`src/rtl/dfdd_pkg.sv`:
```
// dfdd_pkg: shared types, constants and helpers for the dfdd pipeline
package dfdd_pkg;
  localparam int MAX_SCALE = 2;
  typedef logic [1:0] scale_t;
  typedef enum logic [1:0] {IDLE, RUN, DRAIN} zis_state_e;
  function automatic int fp_width(input int exp_w, input int frac_w);
    return 1 + exp_w + frac_w;
  endfunction
endpackage

```
`src/rtl/raster_counter.sv`:
```
// raster_counter: raster col/row walker over a W x H frame, wrapping to (0,0) after the last pixel
//  clk_i, rst_ni : clock, async active-low reset
//  en            : advance one pixel
//  clr           : synchronous return to (0,0), wins over en
//  col, row      : current coordinate
//  last          : current coordinate is the final pixel of the frame
module raster_counter #(
  parameter int W = 64,
  parameter int H = 64
) (
  input  logic        clk_i,
  input  logic        rst_ni,
  input  logic        en,
  input  logic        clr,
  output logic [15:0] col,
  output logic [15:0] row,
  output logic        last
);
  logic col_end, row_end;
  assign col_end = col == 16'(W - 1);
  assign row_end = row == 16'(H - 1);
  assign last = col_end && row_end;
  always_ff @(posedge clk_i or negedge rst_ni) begin
    if (!rst_ni) begin
      col <= '0;
      row <= '0;
    end else if (clr) begin
      col <= '0;
      row <= '0;
    end else if (en) begin
      col <= col_end ? '0 : col + 16'd1;
      row <= col_end ? (row_end ? '0 : row + 16'd1) : row;
    end
  end
endmodule

```
`src/rtl/zero_insert_scheduler.sv`:
```
// zero_insert_scheduler: multi-scale zero-insertion sequencer, pops coarse samples on the scale grid and emits +0.0 elsewhere
//  clk_i, rst_ni            : clock, async active-low reset
//  start_i, abort_i         : start a frame (IDLE only) / return to IDLE immediately
//  cfg_scale_i              : first scale of the frame, 3 treated as 2
//  src_data/valid/ready     : coarse sample stream in
//  dst_data/col/row/valid/ready : upsampled stream out with its raster coordinate
//  scale_o, busy_o, done_o  : scale of the beat in the output register, frame active, frame complete pulse
module zero_insert_scheduler
  import dfdd_pkg::*;
#(
  parameter int EXP_WIDTH  = 8,
  parameter int FRAC_WIDTH = 23,
  parameter int IMG_WIDTH  = 64,
  parameter int IMG_HEIGHT = 64,
  localparam int FP_WIDTH  = fp_width(EXP_WIDTH, FRAC_WIDTH)
) (
  input  logic                clk_i,
  input  logic                rst_ni,
  input  logic                start_i,
  input  logic                abort_i,
  input  logic [1:0]          cfg_scale_i,
  input  logic [FP_WIDTH-1:0] src_data_i,
  input  logic                src_valid_i,
  output logic                src_ready_o,
  output logic [FP_WIDTH-1:0] dst_data_o,
  output logic [15:0]         dst_col_o,
  output logic [15:0]         dst_row_o,
  output logic                dst_valid_o,
  input  logic                dst_ready_i,
  output logic [1:0]          scale_o,
  output logic                busy_o,
  output logic                done_o
);
  if ((IMG_WIDTH % 8) != 0 || IMG_WIDTH <= 0 || IMG_WIDTH > 65535) begin : g_bad_width
    $error("IMG_WIDTH must be a positive multiple of 8 no larger than 65535");
  end
  if ((IMG_HEIGHT % 8) != 0 || IMG_HEIGHT <= 0 || IMG_HEIGHT > 65535) begin : g_bad_height
    $error("IMG_HEIGHT must be a positive multiple of 8 no larger than 65535");
  end
  zis_state_e state_q, state_d;
  scale_t s_q;
  logic [15:0] col, row, mask;
  logic last, keep, adv, fire, start, accept;
  assign start = state_q == IDLE && start_i;
  assign accept = dst_valid_o && dst_ready_i;
  assign mask = (16'd2 << s_q) - 16'd1;
  assign keep = ((row & mask) == '0) && ((col & mask) == '0);
  assign adv = !dst_valid_o || dst_ready_i;
  // abort suppresses the pop as well, so a sample is never consumed without being emitted
  assign fire = state_q == RUN && adv && (!keep || src_valid_i) && !abort_i;
  raster_counter #(.W(IMG_WIDTH), .H(IMG_HEIGHT)) u_raster (
    .clk_i (clk_i),
    .rst_ni(rst_ni),
    .en    (fire),
    .clr   (abort_i || state_q == IDLE),
    .col   (col),
    .row   (row),
    .last  (last)
  );
  always_ff @(posedge clk_i or negedge rst_ni) begin
    if (!rst_ni) state_q <= IDLE;
    else state_q <= state_d;
  end
  always_comb begin
    state_d = state_q;
    if (abort_i) state_d = IDLE;
    else if (start) state_d = RUN;
    else if (state_q == RUN && fire && last && s_q == '0) state_d = DRAIN;
    else if (state_q == DRAIN && accept) state_d = IDLE;
  end
  always_comb begin
    busy_o = state_q != IDLE;
    src_ready_o = state_q == RUN && keep && adv && !abort_i;
  end
  always_ff @(posedge clk_i or negedge rst_ni) begin
    if (!rst_ni) begin
      s_q         <= '0;
      dst_data_o  <= '0;
      dst_col_o   <= '0;
      dst_row_o   <= '0;
      dst_valid_o <= 1'b0;
      scale_o     <= '0;
      done_o      <= 1'b0;
    end else if (abort_i) begin
      s_q         <= '0;
      dst_data_o  <= '0;
      dst_col_o   <= '0;
      dst_row_o   <= '0;
      dst_valid_o <= 1'b0;
      scale_o     <= '0;
      done_o      <= 1'b0;
    end else begin
      if (start) s_q <= cfg_scale_i > scale_t'(MAX_SCALE) ? scale_t'(MAX_SCALE) : cfg_scale_i;
      else if (fire && last && s_q != '0) s_q <= s_q - 2'd1;
      if (fire) begin
        dst_data_o  <= keep ? src_data_i : '0;
        dst_col_o   <= col;
        dst_row_o   <= row;
        dst_valid_o <= 1'b1;
        scale_o     <= s_q;
      end else if (dst_ready_i) dst_valid_o <= 1'b0;
      done_o <= state_q == DRAIN && accept;
    end
  end
endmodule

```
`config.mk`:
```
export PLATFORM = sky130hd
export DESIGN_NAME = zero_insert_scheduler
export DESIGN_NICKNAME = d
export VERILOG_FILES = /design/src/rtl/dfdd_pkg.sv /design/src/rtl/raster_counter.sv /design/src/rtl/zero_insert_scheduler.sv
export SDC_FILE = /design/constraint.sdc
export NUM_CORES = 1
export LEC_CHECK = 0
export ABC_AREA = 0
export CORE_ASPECT_RATIO = 1.1
export CORE_UTILIZATION = 40
export DETAILED_ROUTE_END_ITERATION = 12
export PLACE_DENSITY_LB_ADDON = 0.12
export RECOVER_POWER = 25
export SLEW_MARGIN = 20
export SYNTH_ARGS = -nofsm -noshare
export SYNTH_HDL_FRONTEND = slang
export SYNTH_SLANG_ARGS = --single-unit
```
`constraint.sdc`:
```
create_clock -name clk_i -period 4.9 [get_ports clk_i]
set_clock_uncertainty 0.1 [all_clocks]
set_input_delay 0.98 -clock clk_i [delete_from_list [all_inputs] [get_ports clk_i]]
set_output_delay 0.98 -clock clk_i [all_outputs]
set_load 0.1 [all_outputs]
```
==> impl_results.md, run 1 <==
* Post-Synthesis Cells at 502
* Unrepaired setup endpoints after global routing: false
* Antenna diode count at 0
* Delay-heaviest family, CP: simple AND/OR/NAND/NOR gates
* Worst setup margin at 1.15 ns
* Post-synth cell types at between 50 and 60
* Register bit total from synthesis at 104
* WL met2 at 5940 um
* DP Worst Slack at between 1 and 1.5 ns
* Initial antenna violation count at 0
* Worst Min Path Start: dst_data_o[17]
* Layout Nets at ~650
* Detailed-routing wirelength on met1 at 6010 um
* Dpl hpwl at 8910 um
* Area delta synth->final at 29.0%
* RR Startpoint: s_q[1]
* Fin. Hold Viols at 0
* CTS HTree Levels at 3
* Drt via density at 5.65
* Worst path bufs/invs at 3
* Final WL at 13200 um
* GRT Total Usage at 0.212
* Status: finished with violations
* Synth warnings at 0
* Max stage delay on crit path at about 0.5 ns
* Vias in the first global route at about 4000
* Initial Utilization at 0.413
* Top Layer Used: met4
* Routed wl met3 at ~960 um
* Post-CTS setup buffer count at 0
* Routed Antenna Nets at 0
* Clk_lat worst skew at between 0.3 and 0.4 ns
* Fraction of layout cells with a size suffix above 1 at 0.0697
* Max VDD drop at 145 uV
* Die height at ~120 um
* Clock buffer depth at 2
* CTS tree: built
* Crit-path cells: inv_1 > ha_1 > inv_1 > ha_1 > o221a_2 > nand4_2 > nor4_2 > buf_12
* Die ar. at 0.0129 mm^2
* Failing checks: max-capacitance violations, max-slew violations
* Post-Syn Area per Cell at slightly below 10 um^2
* Max cap viols at 1
* Primary FF master, synth: dfrtp_1
* First-pass GRT wire length at roughly 21000 um
* Vias at between 4000 and 5000
* Seq/Total Area, Yosys at 0.522
* Hold buffer count at CTS at 0
* DRT iter0 DRCs at 356
* Clock sink count at 104
* Core Box Area at between 0.01 and 0.015 mm^2
* Max Clk Rate at roughly 270 MHz
* Lkg Pwr at between 0.002 and 0.003 uW
* Startpoint types: register
* CP arrival at 2.67 ns
* Flop pwr share at 0.486
* Actual slew at the worst max-slew pin at ~1.8 ns
* # IOs at 110
* Tmin final at ~3.7 ns
* FP Rows at 42
* Grt ovf at 0
* Post-synthesis cell area at ~0.005 mm^2
* Largest net degree at the start of global routing at 70
* Power share of the clock group at 0.372
* Combinational power share at 0.142
* Most common cell after layout, fill and taps aside: clkdlybuf4s50_1
* Final setup vio count at 0
* Ys async rst share at 1.00
* Routed WL per cell at ~17 um
* Die width at approximately 110 um
* Final max-slew violation count at 70
* Post-synth EDFFs at 0
* HP Class: register to register
* WP data required at 3.82 ns
* Slew HR at -0.180
* Power Density at about 280 mW/mm^2
* Clk slew on worst S/H paths at 0.07 ns
* Port-buffer cells at 109
* Net Switching at 512 uW
* Commonest non-fill, non-tap cells in the layout: clkdlybuf4s50_1 (107), dfrtp_1 (104), nand2_1 (89)
* Syn_nets at around 550
* Crit Path Max Fanout at 7
* Critical path endpoint category: output port
* Post-Route Setup TNS at 0 ns
* Final Wtd Congestion at 0.868
* Post-cts gate resize count at 0
* Root Buffer: clkbuf_16
* Slowest CP cell: nor4_2
* CP Launch Point: s_q[1]
* CTS buffer count at 9
* Reg2reg setup slack at approximately 1.2 ns
* Int Pwr at 1300 uW
* Sw Ratio at 0.282
* Final period utilization at 0.765
* First-pass DRT Iterations at 5
* DRC errors left at 0
* WS Path Type: register to output port
-- cell usage after synthesis (4+ instances only) --
master	count	area share
dfrtp_1	104	0.52
nand2_1	89	0.067
a21oi_1	47	0.047
a22o_1	41	0.072
nor2_1	22	0.017
nand3_1	20	0.020
clkbuf_1	12	0.0090
inv_1	12	0.0090
and3_1	10	0.013
buf_4	10	0.015
ha_1	10	0.025
o21ai_0	10	0.010
buf_2	9	0.0090
o31ai_1	9	0.014
a31oi_1	7	0.0088
or3_1	7	0.0088
nor3_1	6	0.0060
o311ai_0	6	0.011
o211ai_1	4	0.0060
or4_1	4	0.0060
-- kinds of logic after synthesis --
family | after synthesis | synth area share
simple gates | 192 | 0.191
compound gates | 151 | 0.217
buf+inv | 45 | 0.0452
fa+ha+maj | 10 | 0.0251
flops | 104 | 0.522
-- metal layers --
| metal | GRT usage | vias up |
|---|---|---|
| met5 | 0 | - |
| met4 | 0.0895 | 0 |
| met3 | 0.0509 | 17 |
| met2 | 0.312 | 162 |
| met1 | 0.297 | 2072 |
| li1 | - | 2026 |
-- final timing paths --
kind,end,depth (start not counted)
worst max-delay path,src_ready_o,8
max in group asynchronous,dst_row_o[12],2
min in group asynchronous,dst_data_o[19],1
worst min register to register,dst_data_o[17],1
worst min-delay path,dst_data_o[17],1
worst max register to register,state_q[1],11
-- area by class of cell --
type	count	area [um^2]
fillers	1155	5650
flip-flops and latches	104	2600
multi-input cells	353	2160
repair buffers	118	1160
clock buffers	10	239
well taps	154	193
inverters	12	45.0
clock inverters	6	35.0
-- flip-flops by register name, summed over array words and instances (netlist names) --
register / count
u_raster.row: 16
s_q: 2
dst_row_o: 16
scale_o: 2
state_q: 2
dst_data_o: 32
dst_valid_o: 1
done_o: 1
dst_col_o: 16
u_raster.col: 16
-- through the flow --
step | instances | area (um^2) | util | power (uW) | hold WS (ns)
after global placement | 741 | 6160 | 0.510 | 1150 | 0.387
after floorplan | 502 | 4990 | - | 1060 | 0.361
after CTS | 757 | 6440 | 0.533 | 1830 | 0.410
after global routing | 757 | 6430 | 0.532 | 1890 | 0.416
after detailed placement | 741 | 6170 | 0.510 | 1160 | 0.391
final | 757 | 6430 | 0.532 | 1810 | 0.401
-- worst reg2reg max path, stage by stage, from the launching register on --
cell	delay (ns)
dfrtp_1	0.45
inv_1	0.14
ha_1	0.19
inv_1	0.11
ha_1	0.29
o221a_2	0.19
nand4_2	0.19
o31ai_4	0.93
buf_4	0.44
buf_4	0.30
or3_1	0.15
a21oi_1	0.06
-- power groups by stage --
stage	logic (uW)	registers (uW)	clock network (uW)
floorplan	77.2	982	0
global placement	257	896	0
detailed placement	258	898	0
CTS	260	881	691
global route	272	882	730
finish	257	881	675
Power figures use the tool's default switching activity.
==> run 2: changes to the inputs <==
- clock period: 4.9 -> 3.3 ns (I/O delays scaled with it)
==> run 2 against run 1 <==
  * The run still ends with max-capacitance violations, max-slew violations left
  * Cell count up 1.3%
  * Register-to-register slack lost 0.90 ns
  * Sequential power is 49% higher
  * Largest cell class unchanged
  * Combinational power up 51%
  * Via count grew 2.4%
  * Non-clock buffer count up 10
  * Total power grew 50%
  * Critical path depth unchanged
  * Clock-buffer cell count up 2
  * Global-route usage down 0.25 points
  * First-iteration DRC count increased by 9.8%
==> impl_results.md, run 2 (synthesis results as in run 1) <==
* Worst Reg-to-Reg Cells at 11
* DRT iter0 DRCs at 391
* Worst Hold Depth at 1
* Unrepaired setup endpoints after global routing: false
* Power Density at roughly 430 mW/mm^2
* Grt ovf at 0
* # IOs at 110
* Largest Register: dst_data_o
* Slowest CP cell: dfrtp_2
* WP data required at about 2.5 ns
* Vias in the first global route at 4247
* First-pass GRT wire length at between 20000 and 25000 um
* Sw Ratio at 0.278
* Largest net degree at the start of global routing at 73
* Combinational power share at 0.143
* Root Buffer: clkbuf_16
* Fin. Hold Viols at 0
* Max Clk Rate at between 300 and 400 MHz
* Most common cell after layout, fill and taps aside: dfrtp_1
* CP Launch Point: s_q[0]
* Final setup vio count at 0
* Post-Route Setup TNS at 0 ns
* Clk_lat worst skew at approximately 0.35 ns
* Die width at around 110 um
* CTS buffer count at 9
* Clock sink count at around 100
* Status: finished with violations
* Final Wtd Congestion at between 0.9 and 1
* CTS tree: built
* DRC errors left at 0
* Hold EP: u_raster.row[15]
* Die height at between 100 and 150 um
* Initial antenna violation count at 0
* FP Rows at 42
* Startpoint types: register
* Vias at 4381
* Die ar. at between 0.01 and 0.015 mm^2
* RR Startpoint: s_q[0]
* Hold buffer count at CTS at 0
* Core Box Area at ~0.012 mm^2
* DP Worst Slack at between 0.2 and 0.3 ns
* Actual slew at the worst max-slew pin at between 1.5 and 2 ns
* Area delta synth->final at 28.3%
* WS Path Type: register to output port
* Max stage delay on crit path at about 0.42 ns
* Crit Path Max Fanout at 4
* CTS HTree Levels at 3
* Clock buffer depth at 2
* HP Class: register to register
* Drt via density at between 5 and 6
* Final max-slew violation count at 33
* Clk slew on worst S/H paths at about 0.070 ns
* Commonest non-fill, non-tap cells in the layout: dfrtp_1 (102), nand2_1 (89), buf_4 (86)
* Power share of the clock group at 0.376
* CP arrival at 2.44 ns
* Sequential Area at about 0.0026 mm^2
* Int Pwr at 1960 uW
* Tmin final at 3.20 ns
* Final period utilization at 0.971
* Critical path endpoint category: output port
* First-pass DRT Iterations at 4
* Max VDD drop at 203 uV
* Failing checks: max-capacitance violations, max-slew violations
* Fraction of layout cells with a size suffix above 1 at 0.202
* Worst Min Path Start: u_raster.row[15]
* Flop pwr share at 0.481
* Final WL at around 13000 um
* Initial Utilization at 0.413
* Max cap viols at 1
* Fillers at between 1000 and 1500
* Port-buffer cells at about 110
* Layout Nets at about 660
* Net Switching at between 700 and 800 uW
* Dpl hpwl at a little over 9000 um
* Slew HR at -0.268
* GRT Total Usage at 0.210
* Crit-path cells: inv_1 > ha_2 > inv_2 > ha_1 > o221a_2 > nand4_4 > nor4_4 > buf_12
* Lkg Pwr at 0.00284 uW
* Worst setup margin at approximately 0.095 ns
* Antenna diode count at 0
* Routed WL per cell at 17.1 um
* Routed Antenna Nets at 0
* Reg2reg setup slack at roughly 0.32 ns
* Max reg flops at 32
* R2r endpoint: u_raster.col[6]
* Area of the multi-input gates at around 0.0022 mm^2
run 2: power by group through the flow:
stage                     logic [uW]  clock network [uW]  registers (uW)
after CTS                        387                1060            1310
after floorplan                  116                   0            1460
final                            389                1020            1310
after global placement           384                   0            1330
after detailed placement         386                   0            1330
after global routing             414                1110            1310
run 2: worst max path at each step:
| stage | endpoint | slack, ns | depth (start not counted) |
|---|---|---|---|
| after CTS | src_ready_o | 0.05 | 8 |
| final | src_ready_o | 0.1 | 8 |
| after floorplan | dst_data_o[10] | 0.03 | 11 |
| after global routing | src_ready_o | 0.001 | 8 |
| after detailed placement | u_raster.col[6] | 0.26 | 10 |
| after global placement | u_raster.col[6] | 0.43 | 10 |
run 2: worst max-delay path, delay by kind of cell, from the launching register on:
family                     cells  cell delay, ns
and+or+nand+nor                2            0.56
adders and majority gates      2            0.48
DFF                            1            0.42
AOI/OAI and AO/OA              1            0.24
buffers and inverters          3            0.39
run 2: final cells by class:
| cell class | count | area share |
|---|---|---|
| clock buffer | 12 | 0.0401 |
| sequential | 104 | 0.407 |
| multi-input combinational | 353 | 0.341 |
| inverter | 12 | 0.00704 |
| clock inverter | 4 | 0.00430 |
| timing repair buffer | 128 | 0.170 |
| tap | 154 | 0.0301 |
run 2: metal layers:
metal  vias to the layer above  GRT usage  part of all wire
met2                       139      0.330              0.46
met5                         -          0                 0
met1                      2174      0.283              0.47
met4                         0     0.0760             0.019
li1                       2047          -                 -
met3                        21     0.0449             0.060
run 2: metrics by stage:
stage / power (uW) / instances / utilization / hold WS (ns) / cell area, um^2
global placement: 1720 / 747 / 0.502 / 0.389 / 6070
global route: 2830 / 767 / 0.529 / 0.420 / 6390
finish: 2720 / 767 / 0.529 / 0.404 / 6390
CTS: 2750 / 763 / 0.526 / 0.167 / 6350
detailed placement: 1720 / 747 / 0.502 / 0.395 / 6070
floorplan: 1570 / 502 / - / 0.264 / 4990
run 2: timing repair:
| action | 4_1_cts | 5_1_grt |
|---|---|---|
| buffers inserted | 0 | 4 |
| endpoints found under the setup margin | 0 | 1 |
| hold endpoints to repair | 0 | 0 |
| resized for setup | 0 | 6 |
